==> config.mk <==
export PLATFORM = sky130hd
export DESIGN_NAME = fabric_add_tag
export DESIGN_NICKNAME = d
export VERILOG_FILES = /design/src/rtl/fabric_pkg.sv /design/src/rtl/fabric_skid_buf.sv /design/src/rtl/fabric_add_tag.sv
export SDC_FILE = /design/constraint.sdc
export NUM_CORES = 1
export LEC_CHECK = 0
export BUFFER_PORTS_ARGS = -buffer_cell sky130_fd_sc_hd__buf_2
export CAP_MARGIN = 20
export CORE_ASPECT_RATIO = 1.75
export CORE_MARGIN = 1.5
export CORE_UTILIZATION = 30
export CTS_CLUSTER_SIZE = 10
export DETAILED_ROUTE_END_ITERATION = 16
export PLACE_DENSITY = 0.56
export SETUP_SLACK_MARGIN = 0.02
export SLEW_MARGIN = 20
export SYNTH_ARGS = -nofsm -noshare
export SYNTH_HDL_FRONTEND = slang
export SYNTH_SLANG_ARGS = --single-unit
export TNS_END_PERCENT = 30
==> constraint.sdc <==
create_clock -name clk -period 6.05 [get_ports clk]
set_input_delay 0.3025 -clock clk [delete_from_list [all_inputs] [get_ports clk]]
set_output_delay 0.3025 -clock clk [all_outputs]
set_load 0.1 [all_outputs]
==> src/rtl/fabric_pkg.sv <==
// fabric_pkg: shared definitions for fabric stream blocks.
//   occ_state_e  - occupancy of a 2-entry elastic buffer (EMPTY/ONE/FULL)
//   tagged_width - width of a {tag, value} beat
package fabric_pkg;

  typedef enum logic [1:0] {
    EMPTY = 2'd0,
    ONE   = 2'd1,
    FULL  = 2'd2
  } occ_state_e;

  function automatic int unsigned tagged_width(input int unsigned tag_w,
                                               input int unsigned data_w);
    return tag_w + data_w;
  endfunction

endpackage

==> src/rtl/fabric_skid_buf.sv <==
// fabric_skid_buf: 2-entry elastic buffer with fully registered outputs.
// Ports:
//   clk, rst              - clock, async active-high reset
//   in_valid/in_ready     - upstream handshake (in_ready = not FULL, registered)
//   in_data [WIDTH]       - payload captured on accept
//   out_valid/out_ready   - downstream handshake (out_valid = not EMPTY, registered)
//   out_data [WIDTH]      - head entry, held while stalled
module fabric_skid_buf #(
  parameter int unsigned WIDTH = 36
) (
  input  logic             clk,
  input  logic             rst,
  input  logic             in_valid,
  output logic             in_ready,
  input  logic [WIDTH-1:0] in_data,
  output logic             out_valid,
  input  logic             out_ready,
  output logic [WIDTH-1:0] out_data
);
  import fabric_pkg::*;

  occ_state_e       state;
  occ_state_e       state_nxt;
  logic [WIDTH-1:0] head_nxt;
  logic [WIDTH-1:0] tail;
  logic [WIDTH-1:0] tail_nxt;
  logic             push;
  logic             pop;

  assign push = in_valid & in_ready;
  assign pop  = out_valid & out_ready;

  // State and storage registers; handshake flags are decoded from next state
  // so they stay registered yet track occupancy exactly.
  always_ff @(posedge clk or posedge rst) begin
    if (rst) begin
      state     <= EMPTY;
      out_data  <= '0;
      tail      <= '0;
      out_valid <= 1'b0;
      in_ready  <= 1'b0;
    end else begin
      state     <= state_nxt;
      out_data  <= head_nxt;
      tail      <= tail_nxt;
      out_valid <= (state_nxt != EMPTY);
      in_ready  <= (state_nxt != FULL);
    end
  end

  // Occupancy transitions; head is the oldest beat, tail the second.
  always_comb begin
    state_nxt = state;
    head_nxt  = out_data;
    tail_nxt  = tail;
    case (state)
      EMPTY: begin
        if (push) begin
          head_nxt  = in_data;
          state_nxt = ONE;
        end
      end
      ONE: begin
        if (push && pop) begin
          head_nxt = in_data;
        end else if (push) begin
          tail_nxt  = in_data;
          state_nxt = FULL;
        end else if (pop) begin
          state_nxt = EMPTY;
        end
      end
      FULL: begin
        // in_ready is low here, so only a pop can occur
        if (pop) begin
          head_nxt  = tail;
          state_nxt = ONE;
        end
      end
      default: state_nxt = EMPTY;
    endcase
  end

endmodule

==> src/rtl/fabric_add_tag.sv <==
// fabric_add_tag: prefixes each accepted value with the current tag and
// forwards {tag, value} through a 2-entry elastic buffer.
// Ports:
//   clk, rst            - clock, async active-high reset
//   cfg_valid, cfg_tag  - load a new tag (affects beats accepted afterwards)
//   in_valid/in_ready   - untagged input handshake, in_data [DATA_WIDTH]
//   out_valid/out_ready - tagged output handshake
//   out_data            - {tag, value}, value in [DATA_WIDTH-1:0]
// Build option: FABRIC_ADD_TAG_AUTOINC_EN - tag increments (mod 2^TAG_WIDTH)
//   after every accept; a coincident cfg_valid wins over the increment.
module fabric_add_tag #(
  parameter int unsigned DATA_WIDTH = 32,
  parameter int unsigned TAG_WIDTH  = 4
) (
  input  logic                            clk,
  input  logic                            rst,
  input  logic                            cfg_valid,
  input  logic [TAG_WIDTH-1:0]            cfg_tag,
  input  logic                            in_valid,
  output logic                            in_ready,
  input  logic [DATA_WIDTH-1:0]           in_data,
  output logic                            out_valid,
  input  logic                            out_ready,
  output logic [TAG_WIDTH+DATA_WIDTH-1:0] out_data
);
  import fabric_pkg::*;

  localparam int unsigned OUT_W = tagged_width(TAG_WIDTH, DATA_WIDTH);

  if (TAG_WIDTH < 1) begin : g_bad_tag_width
    $fatal(1, "CPL_ADD_TAG_TAG_WIDTH: TAG_WIDTH must be at least 1");
  end
  if (DATA_WIDTH < 1) begin : g_bad_data_width
    $fatal(1, "CPL_ADD_TAG_DATA_WIDTH: DATA_WIDTH must be at least 1");
  end

  logic [TAG_WIDTH-1:0] tag_reg;

  // Tag register; the beat accepted this cycle always sees the old value.
`ifdef FABRIC_ADD_TAG_AUTOINC_EN
  always_ff @(posedge clk or posedge rst) begin
    if (rst) begin
      tag_reg <= '0;
    end else if (cfg_valid) begin
      tag_reg <= cfg_tag;
    end else if (in_valid && in_ready) begin
      tag_reg <= tag_reg + TAG_WIDTH'(1);
    end
  end
`else
  always_ff @(posedge clk or posedge rst) begin
    if (rst) begin
      tag_reg <= '0;
    end else if (cfg_valid) begin
      tag_reg <= cfg_tag;
    end
  end
`endif

  fabric_skid_buf #(
    .WIDTH(OUT_W)
  ) u_buf (
    .clk      (clk),
    .rst      (rst),
    .in_valid (in_valid),
    .in_ready (in_ready),
    .in_data  ({tag_reg, in_data}),
    .out_valid(out_valid),
    .out_ready(out_ready),
    .out_data (out_data)
  );

endmodule

## After elaboration in Yosys (flattened, before gate mapping)

Index checks and enable logic that the tools add are counted.

- Register bits after elaboration: 80
- Input port bits: 41
- Output and inout port bits: 38
- Word-level logic and storage cells: 31

- Equal/unequal tests: 6
- Muxes and demuxes: 10
- Bitwise operators: 3
- Reduce and logical (&&, ||, !) cells: 6

Operators with widths:

| cell | count |
|---|---|
| $mux W36 | 3 |
| $pmux W36 S3 | 1 |
| $mux W2 | 5 |
| $ne A2 B1 Y1 const B | 3 |
| $pmux W2 S3 | 1 |
| $reduce_and A4 Y1 | 1 |
| $reduce_and A3 Y1 | 1 |
| $reduce_bool A3 Y1 | 1 |
| $and A1 B1 Y1 | 2 |
| $eq A2 B1 Y1 const B | 1 |
| $eq A2 B2 Y1 const B | 1 |
| $logic_not A2 Y1 | 1 |
| $ne A2 B2 Y1 const B | 1 |
| $reduce_bool A2 Y1 | 1 |
| $logic_and A1 B1 Y1 | 1 |
| $not A1 Y1 | 1 |

## Depth between registers and ports, before layout

Gate-level depths: netlist of the first run.

- Word-level depth: 6
- Gate-level depth with buffers: 5
- Mapped depth without buffers: 3

## By module

From an unflattened synthesis of the first run, not the netlist that was laid out.

- Cells, all modules: 220
- Area total of the unflattened synthesis: 3,478.3 um^2

Modules (own cells, without submodules):

| module | instances | cells an instance | area each (um^2) | sequential area each (um^2) |
|---|---|---|---|---|
| fabric_skid_buf | 1 | 211 | 3,329.4 | 1,901.8 |
| fabric_add_tag | 1 | 9 | 148.9 | 100.1 |

## Worst setup path before layout of the first run

No wires, ideal clock.

- Path kind: flip-flop to flip-flop
- Start: register u_buf.in_ready
- End: register u_buf.out_data[14]
- Library setup time: 125 ps
- Data arrival time: 2,177 ps
- Data required time: 5,925 ps
- Path slack: 3,748 ps
- Stages on the path, launching flop included: 5
- Path buffers: 1
- Clock period less this slack: 2,302 ps
- Cell sequence: dfrtp_1 -> nand4_1 -> o211ai_4 -> buf_8 -> mux2_2

- Cells in the longest elaborated chain, start to end: 4
- Elaborated cells on any way between the ends: 5
- Classes of those cells: 2 x eq/ne; 1 x bitwise; 2 x reduce/logical

RTL lines:

| element | RTL line | RTL |
|---|---|---|
| start, declared | fabric_skid_buf.sv:14 | `output logic in_ready,` |
| start signal, assigned | fabric_skid_buf.sv:47 | `in_ready <= (state_nxt != FULL);` |
| $and A1 B1 Y1 * | fabric_skid_buf.sv:30 | `assign push = in_valid & in_ready;` |
| $logic_and A1 B1 Y1 | fabric_skid_buf.sv:64 | `if (push && pop) begin` |
| $ne A2 B1 Y1 (no line) | - |  |
| $reduce_and A4 Y1 (no line) * | - |  |
| end signal, assigned | fabric_skid_buf.sv:44 | `out_data <= head_nxt;` |
| end, declared | fabric_skid_buf.sv:18 | `output logic [WIDTH-1:0] out_data` |

Every way passes the cells marked *; elsewhere a longest branch is shown, timed or not.
A chain may end at the register's enable or synchronous reset.

## Final worst setup path of the first run

- Start: register u_buf.state[1]
- End: register u_buf.out_data[0]

- Cells in the longest elaborated chain, start to end: 3
- Elaborated cells on any way between the ends: 9
- Classes of those cells: 5 x eq/ne; 1 x mux; 3 x reduce/logical

RTL lines:

| element | RTL line | RTL |
|---|---|---|
| start, declared | fabric_skid_buf.sv:22 | `occ_state_e state;` |
| start signal, assigned | fabric_skid_buf.sv:43 | `state <= state_nxt;` |
| $eq A2 B2 Y1 (tied with other cells) | fabric_skid_buf.sv:56 | `case (state)` |
| $ne A2 B1 Y1 (no line) / $reduce_bool A3 Y1 (equally long branches) | - |  |
| $reduce_and A4 Y1 (no line) | - |  |

Parallel ways exist; a longest one is shown, timed or not.

==> out/metrics.csv, run 1 <==
metric;value;unit
cells after synthesis;220;
wire per inst;15.3;µm
worst reg2reg endpoint;u_buf.out_data[0]$_DFFE_PP0P_;
sequential fraction of the synthesis area;56.0;%
flop-to-flop setup slack;3880;ps
GRT met2 Usage;21.3;%
Fmax achieved;461;MHz
Inserted Clock Buffers;9;
WL final;6770;µm
CTS tree;yes;
GR Layer Usage met1;12.7;%
Setup TNS;0;ps
Fillers;1144;
vias in the first global route;2238;
Mean Syn Cell Area;16.3;µm²
fin crit period;2170;ps
global-route wire length before repair;11400;µm
detailed-route via count;2082;
hpwl dp;4530;µm
post-CTS setup buffers;0;
antenna violations before repair;0;
GRT busiest layer;met2;
flops & latches, synth;80;
global placement routability congestion;0.697;
post-synthesis cell type count;24;
RSZ-0062 raised after global routing;no;
Syn Nets;261;
vias per cell;4.72;
synthesis warning total;0;
CTS HTree Levels;3;
Critical Path Start Type;flip-flop;
antenna viol nets, final;0;
Slew headroom;38.2;%
Die ar.;12600;µm²
CTS Buffer Depth;2;
Reg clk slew, reported paths;60;ps
Slew Viols, Final;0;
CP max FO;27;
total core area;11600;µm²
HP Class;in -> async;
reg2reg start;u_buf.state[1]$_DFF_PP0_;
Worst setup EP type;flip-flop;
die width;85.5;µm
final worst-path cycle share;35.9;%
num ports;79;
worst path required time;6270;ps
synthesized area;3580;µm²
met3 Track Usage GR;3.18;%
share of layout cells above drive strength 1;69.9;%
All-Layer GR Usage;11.9;%
failing checks;design-rule violations;
status;complete, but fails checks;
# DRC;4;
Finished Core Util;38.2;%
slew at the pin closest to its max-slew limit;924;ps
Reg2Reg Depth;4;
Die Ht;147;µm
final setup fails;0;
final hold viol count;0;
hold buffer count at CTS;0;
Buffers on Ports;78;
clock skew;4.86;ps
Post-CTS Resized;0;
largest net degree at the start of global routing;81;
synth-to-layout area growth;23.6;%
Worst-Skew Late Latency;330;ps
CTS sink cnt;80;
Diodes inserted;0;
DRT Pass-1 Iters;10;
DR iter-0 viols;80;
WP data arrival;2390;ps
max-cap violations;0;
overflow left after global routing;0;
Post-layout nets;343;
row count;52;
Root Buffer;clkbuf_16;
kind of critical path;reg -> reg;
initial core utilization;30.9;%
## layout make-up
class / count / area (µm²) / share of cell area, %
timing repair buffer: 81 / 417 / 9.42
multi-input combinational: 129 / 1470 / 33.3
tap: 135 / 169 / 3.82
clock inverter: 6 / 133 / 3.00
sequential: 80 / 2000 / 45.3
inverter: 1 / 5.00 / 0.113
clock buffer: 9 / 225 / 5.09
## worst max-delay path by stage
stage                                  start                             to
floorplan                                rst         tag_reg[0]$_DFFE_PP0P_
detailed placement  u_buf.state[1]$_DFF_PP0_  u_buf.out_data[0]$_DFFE_PP0P_
global route        u_buf.state[1]$_DFF_PP0_  u_buf.out_data[0]$_DFFE_PP0P_
finish              u_buf.state[1]$_DFF_PP0_  u_buf.out_data[0]$_DFFE_PP0P_
CTS                 u_buf.state[1]$_DFF_PP0_  u_buf.out_data[0]$_DFFE_PP0P_
global placement    u_buf.state[1]$_DFF_PP0_  u_buf.out_data[0]$_DFFE_PP0P_
## per-stage QoR
stage               cells  worst slack, ps  hold slack, ps  instance area (µm²)
CTS                   441             3830             182                 4420
floorplan             220             3700             438                 3580
global route          441             3730             193                 4420
detailed placement    426             3860             487                 4060
global placement      426             3900             481                 4060
finish                441             3880             157                 4420
## Yosys cell counts (all sizes together)
master   instances  area share, %
mux2           112             37
dfrtp           80             56
buf             10            2.8
nand2            3           0.38
a21boi           2           0.52
o211ai           2           0.80
a21oi            1           0.14
and2             1           0.17
and3b            1           0.24
inv              1           0.10
nand4            1           0.17
nand4b           1           0.24
nand4bb          1           0.45
nor2b            1           0.38
o21a             1           0.21
o21ai            1           0.14
o21bai           1           0.21
## metal layers
metal | share of wire, % | up-vias | wire (µm)
met5 | 0 | - | 0
met4 | 2.1 | 0 | 141
met3 | 4.1 | 9 | 275
met2 | 56 | 41 | 3790
met1 | 38 | 1072 | 2560
li1 | - | 960 | -
## cells in the final DEF (no fill, tap or decap), types with 2 or more instances in the layout
| master | netlist | layout |
|---|---|---|
| buf_4 | 3 | 2 |
| clkbuf_16 | 0 | 9 |
| dfrtp_1 | 80 | 80 |
| bufinv_16 | 0 | 4 |
| buf_2 | 2 | 78 |
| nand2_1 | 2 | 2 |
| mux2_2 | 95 | 95 |
| clkinv_2 | 0 | 2 |
| mux2_4 | 17 | 17 |
## worst max-delay path, cell delays in order (launching register included)
cell and delay [ps]:
dfrtp_1 480, nor2b_4 470, buf_4 440, mux2_2 380, mux2_2 260
## kinds of logic (layout without fill, tap and decap cells)
kind of cell           after synthesis  in the layout  synth area share, %
muxes                              112            112                 37.0
AOI/OAI and AO/OA                    8              8                 2.03
and+or+nand+nor                      9              9                 2.06
DFF                                 80             80                 56.0
buffers and inverters               11             97                 2.90
Power of run 1 is not shown: default switching activity piles up to over one toggle a cycle in this logic, so the estimate is an artifact.
==> run 2: changes to the inputs <==
==> constraint.sdc (replaced) <==
create_clock -name clk -period 2.16 [get_ports clk]
set_input_delay 0.108 -clock clk [delete_from_list [all_inputs] [get_ports clk]]
set_output_delay 0.108 -clock clk [all_outputs]
set_load 0.1 [all_outputs]
==> run 2 against run 1 <==
  * The flow still finishes with violations (design-rule violations)
  * Register-to-register slack got worse by 3500 ps
  * Routed wire length increased by 6.4%
  * Non-clock buffer count increased by 8
  * Sequential share of layout area decreased by 0.40 points
  * First-iteration DRC count decreased by 15%
  * Clock skew increased by 1.0 ps
  * Critical path depth unchanged
  * Final area increased by 1.0%
  * Worst setup slack got worse by 3500 ps
  * Critical endpoint is now u_buf.out_data[29]$_DFFE_PP0P_
  * Highest routed layer unchanged
==> out/metrics.csv, run 2 (synthesis results as in run 1) <==
metric;value;unit
failing checks;design-rule violations;
fin crit period;1780;ps
Top Metal Used;met4;
overflow left after global routing;0;
most common cell after layout, fill and taps aside;mux2_2;
DRT Pass-1 Iters;9;
CTS tree;yes;
Slew headroom;44.1;%
slew at the pin closest to its max-slew limit;837;ps
share of layout cells above drive strength 1;70.2;%
vias per cell;4.72;
Post-CTS Resized;0;
flop-to-flop setup slack;380;ps
M1 wire length;2770;µm
initial core utilization;30.9;%
Finished Core Util;38.6;%
reg2reg start;u_buf.state[1]$_DFF_PP0_;
status;complete, but fails checks;
Worst setup EP type;flip-flop;
Root Buffer;clkbuf_16;
WL final;7200;µm
CP max FO;24;
Buffers on Ports;78;
Slew Viols, Final;0;
max-cap violations;0;
hpwl dp;5030;µm
kind of critical path;reg -> reg;
post-CTS setup buffers;0;
final worst-path cycle share;82.2;%
DR iter-0 viols;68;
metal3 WL;205;µm
detailed-route via count;2122;
Hold Crit Depth;2;
Fmax achieved;563;MHz
clock skew;5.86;ps
# DRC;2;
multi-input logic area;1470;µm²
met2 WL;4040;µm
worst hold start;cfg_tag[3];
die width;85.5;µm
Die Ht;147;µm
final hold viol count;0;
WP data arrival;1990;ps
antenna violations before repair;0;
worst reg2reg endpoint;u_buf.out_data[29]$_DFFE_PP0P_;
Critical Path Start Type;flip-flop;
sequential standard cell area;2000;µm²
Worst-Skew Late Latency;330;ps
row count;52;
All-Layer GR Usage;12.6;%
Post-layout nets;351;
worst hold endpoint;tag_reg[3]$_DFFE_PP0P_;
wire per inst;16.0;µm
Setup TNS;0;ps
CTS sink cnt;80;
worst path required time;2380;ps
Reg clk slew, reported paths;60;ps
Inserted Clock Buffers;9;
final setup fails;0;
largest net degree at the start of global routing;45;
Reg2Reg Depth;4;
Die ar.;12600;µm²
total core area;11600;µm²
Fillers;1119;
num ports;79;
global-route wire length before repair;12100;µm
RSZ-0062 raised after global routing;no;
Diodes inserted;0;
vias in the first global route;2430;
commonest cells after routing, fill and taps aside;95 x mux2_2, 78 x buf_2, 78 x dfrtp_1, 17 x mux2_4, 9 x clkbuf_16;
CTS Buffer Depth;2;
HP Class;in -> reg;
antenna viol nets, final;0;
global placement routability congestion;0.711;
synth-to-layout area growth;24.9;%
CTS HTree Levels;3;
-- run 2: metrics by stage --
stage	instance area [µm²]	setup WS, ps	hold slack [ps]	cells
2_1_floorplan	3580	211	243	220
3_3_place_gp	4120	440	307	430
3_5_place_dp	4120	379	312	430
4_1_cts	4470	376	0.579	450
5_1_grt	4470	296	8.48	450
6_report	4470	383	17.5	450
-- run 2: cell type report --
class / instances / share of cell area, %
Sequential cell: 80 / 44.9
Multi-Input combinational cell: 129 / 32.9
Timing Repair Buffer: 89 / 11.4
Clock buffer: 10 / 5.35
Tap cell: 135 / 3.78
Clock inverter: 6 / 1.51
Inverter: 1 / 0.168
-- run 2: worst max-delay path: stages, from the launching register on --
cell and delay, ps:
dfrtp_1 490, nor2b_4 200, buf_4 330, mux2_2 380, mux2_2 260
-- run 2: repair_timing --
action | 4_1_cts | 5_1_grt
setup endpoints to repair | 0 | 0
endpoints found under the hold margin | 39 | 0
hold buffers | 4 | 0
-- run 2: worst max-delay path by stage --
stage                                endpoint  slack [ps]                startpoint
6_report       u_buf.out_data[29]$_DFFE_PP0P_         380  u_buf.state[1]$_DFF_PP0_
5_1_grt        u_buf.out_data[27]$_DFFE_PP0P_         300  u_buf.state[1]$_DFF_PP0_
4_1_cts        u_buf.out_data[29]$_DFFE_PP0P_         380  u_buf.state[1]$_DFF_PP0_
3_5_place_dp   u_buf.out_data[29]$_DFFE_PP0P_         380  u_buf.state[1]$_DFF_PP0_
3_3_place_gp    u_buf.out_data[3]$_DFFE_PP0P_         440  u_buf.state[1]$_DFF_PP0_
2_1_floorplan  u_buf.out_data[14]$_DFFE_PP0P_         210  u_buf.in_ready$_DFF_PP0_
-- run 2: layer usage --
layer,global-route usage [%],vias to the layer above
met3,2.23,12
met2,22.9,43
met1,13.1,1092
met5,0,-
li1,-,975
met4,7.58,0
Power of run 2 is left out for the same reason.
==> run 3: changes to the inputs <==
--- a/config.mk
+++ b/config.mk
@@ -5,6 +5,7 @@
 export SDC_FILE = /design/constraint.sdc
 export NUM_CORES = 1
 export LEC_CHECK = 0
+export ABC_AREA = 1
 export BUFFER_PORTS_ARGS = -buffer_cell sky130_fd_sc_hd__buf_2
 export CAP_MARGIN = 20
 export CORE_ASPECT_RATIO = 1.75
@@ -12,7 +13,7 @@
 export CORE_UTILIZATION = 30
 export CTS_CLUSTER_SIZE = 10
 export DETAILED_ROUTE_END_ITERATION = 16
-export PLACE_DENSITY = 0.56
+export PLACE_DENSITY = 0.58
 export SETUP_SLACK_MARGIN = 0.02
 export SLEW_MARGIN = 20
 export SYNTH_ARGS = -nofsm -noshare
==> constraint.sdc (replaced) <==
create_clock -name clk -period 1.5 [get_ports clk]
set_input_delay 0.075 -clock clk [delete_from_list [all_inputs] [get_ports clk]]
set_output_delay 0.075 -clock clk [all_outputs]
set_load 0.1 [all_outputs]
==> run 3 against run 2 <==
  * The run now ends clean
  * Cell count is 56% higher
  * Register-to-register slack worse by 220 ps
  * First-iteration DRC count grew to 3.6 times the previous value
  * Critical path depth is 3 higher
  * Worst setup slack worse by 220 ps
  * Fmax is 33% higher
  * Sequential share of layout area is 2.9 points lower
  * Final area is 6.8% higher
  * Critical path type unchanged
  * Critical endpoint is now u_buf.tail[2]$_DFFE_PP0P_
  * Largest cell class unchanged
==> out/metrics.csv, run 3 <==
metric;value;unit
max-cap violations;0;
CTS Buffer Depth;2;
Post-synth EDFFs;0;
Die ar.;12900;µm²
synthesis warning total;0;
CP max FO;26;
DRT Pass-1 Iters;4;
synth-to-layout area growth;30.3;%
num ports;79;
row count;53;
cells after synthesis;459;
synth cell count leaders;222 x nand2_1, 109 x nand3_1, 80 x dfrtp_1, 16 x buf_2, 6 x buf_4;
Diodes inserted;0;
Fin Hold WS;14.8;ps
antenna viol nets, final;0;
status;finished, final reports clean;
kind of critical path;reg -> reg;
commonest cells after routing, fill and taps aside;222 x nand2_1, 109 x nand3_1, 79 x dfrtp_1, 78 x buf_2, 22 x dlygate4sd3_1;
predominant post-synthesis flop cell;dfrtp_1;
wire per inst;14.3;µm
Critical Path Start Type;flip-flop;
vias per cell;4.75;
CTS sink cnt;80;
Mean Syn Cell Area;7.97;µm²
HP Class;in -> reg;
global-route wire length before repair;16400;µm
DR iter-0 viols;246;
CTS tree;yes;
final hold viol count;0;
Root Buffer;clkbuf_16;
Async SR Flop Fraction;100;%
WP data arrival;1550;ps
slew at the pin closest to its max-slew limit;493;ps
global placement routability congestion;0.804;
overflow left after global routing;0;
Reg clk slew, reported paths;60;ps
final worst-path cycle share;89.2;%
sequential fraction of the synthesis area;54.7;%
Inserted Clock Buffers;9;
Worst-Skew Late Latency;330;ps
Worst setup EP type;flip-flop;
worst path required time;1720;ps
Slew headroom;67.4;%
Fmax achieved;748;MHz
Synth area leaders;dfrtp_1 55%, nand2_1 23%, nand3_1 15%;
final setup margin;163;ps
total core area;11900;µm²
final setup fails;0;
Fillers;1250;
post-synthesis cell type count;15;
CTS HTree Levels;3;
All-Layer GR Usage;16.5;%
antenna violations before repair;0;
Buffers on Ports;78;
Synth top area share;54.7;%
largest area contributor in the netlist;dfrtp_1;
synthesized area;3660;µm²
largest net degree at the start of global routing;38;
RSZ-0062 raised after global routing;no;
share of layout cells above drive strength 1;22.5;%
die width;86.5;µm
Slew Viols, Final;0;
# DRC;0;
flops & latches, synth;80;
DP Worst Slack;78.3;ps
Post-layout nets;602;
initial core utilization;30.7;%
Die Ht;149;µm
WL final;10000;µm
detailed-route via count;3336;
clock skew;7.67;ps
count leader, synth;nand2_1;
hpwl dp;6780;µm
fin crit period;1340;ps
Syn Nets;500;
most common cell after layout, fill and taps aside;nand2_1;
vias in the first global route;3306;
==> run 3: cell count changes after synthesis, moves of 3 or more <==
cell,delta
nand2_1,+220
nand3_1,+109
mux2_2,-91
mux2_4,-17
buf_2,+14
clkbuf_1,+4
inv_2,+4
buf_1,+3
buf_4,+3
buf_8,-3
==> run 3: final timing paths <==
path / startpoint / to / slack [ps] / cells past startpoint
hold reg to reg: u_buf.tail[10]$_DFFE_PP0P_ / u_buf.tail[10]$_DFFE_PP0P_ / 470 / 2
setup / recovery: u_buf.state[1]$_DFF_PP0_ / u_buf.tail[2]$_DFFE_PP0P_ / 160 / 7
min in group asynchronous: rst / u_buf.tail[22]$_DFFE_PP0P_ / 320 / 3
max in group asynchronous: rst / u_buf.tail[1]$_DFFE_PP0P_ / 640 / 4
setup reg to reg: u_buf.state[1]$_DFF_PP0_ / u_buf.tail[2]$_DFFE_PP0P_ / 160 / 7
hold / removal: in_data[15] / u_buf.tail[15]$_DFFE_PP0P_ / 10 / 3
==> run 3: worst max-delay path, cell delays in order (launching register included) <==
cell     delay [ps]
dfrtp_2         460
inv_2            60
nand3_1         140
inv_2           130
nand2_2          60
buf_4           230
nand2_1          90
nand2_1          50
==> run 3: metal layers <==
metal	vias up	share of wire, %	GRT usage [%]	wire length (µm)
met4	0	1.2	6.45	121
met3	8	3.4	3.27	336
met5	-	0	0	0
met2	89	53	29.5	5330
li1	1676	-	-	-
met1	1563	42	19.1	4220
==> run 3: layout make-up <==
cell class / count / area (µm²) / share of cell area [%]
clock inverter: 4 / 22.5 / 0.472
inverter: 7 / 30.0 / 0.630
clock buffer: 11 / 243 / 5.09
tap: 137 / 171 / 3.59
multi-input combinational: 343 / 1500 / 31.4
sequential: 80 / 2000 / 42.0
timing repair buffer: 120 / 802 / 16.8
==> run 3: repair_timing <==
action,CTS,global route
setup buffers,0,0
hold buffers,21,1
endpoints found under the setup margin,0,40
hold endpoints to repair,36,1
resized for setup,0,2
==> run 3: cell families (layout without fill, tap and decap cells) <==
kind of cell / Yosys count / count (layout) / synth area share, %
multiplexers: 4 / 4 / 1.23
flip-flops: 80 / 80 / 54.7
AO/OA/AOI/OAI: 2 / 2 / 0.376
AND/OR/NAND/NOR: 337 / 337 / 38.8
buffers and inverters: 36 / 142 / 4.85
==> run 3: through the flow <==
step	instances	setup TNS [ps]	instance area (µm²)	utilization, %
after floorplan	459	-26370	3660	-
after global placement	665	0	4270	35.8
after detailed placement	665	0	4270	35.8
after CTS	701	0	4750	39.8
after global routing	702	0	4770	39.9
final	702	0	4770	39.9
Power of run 3 is left out for the same reason.
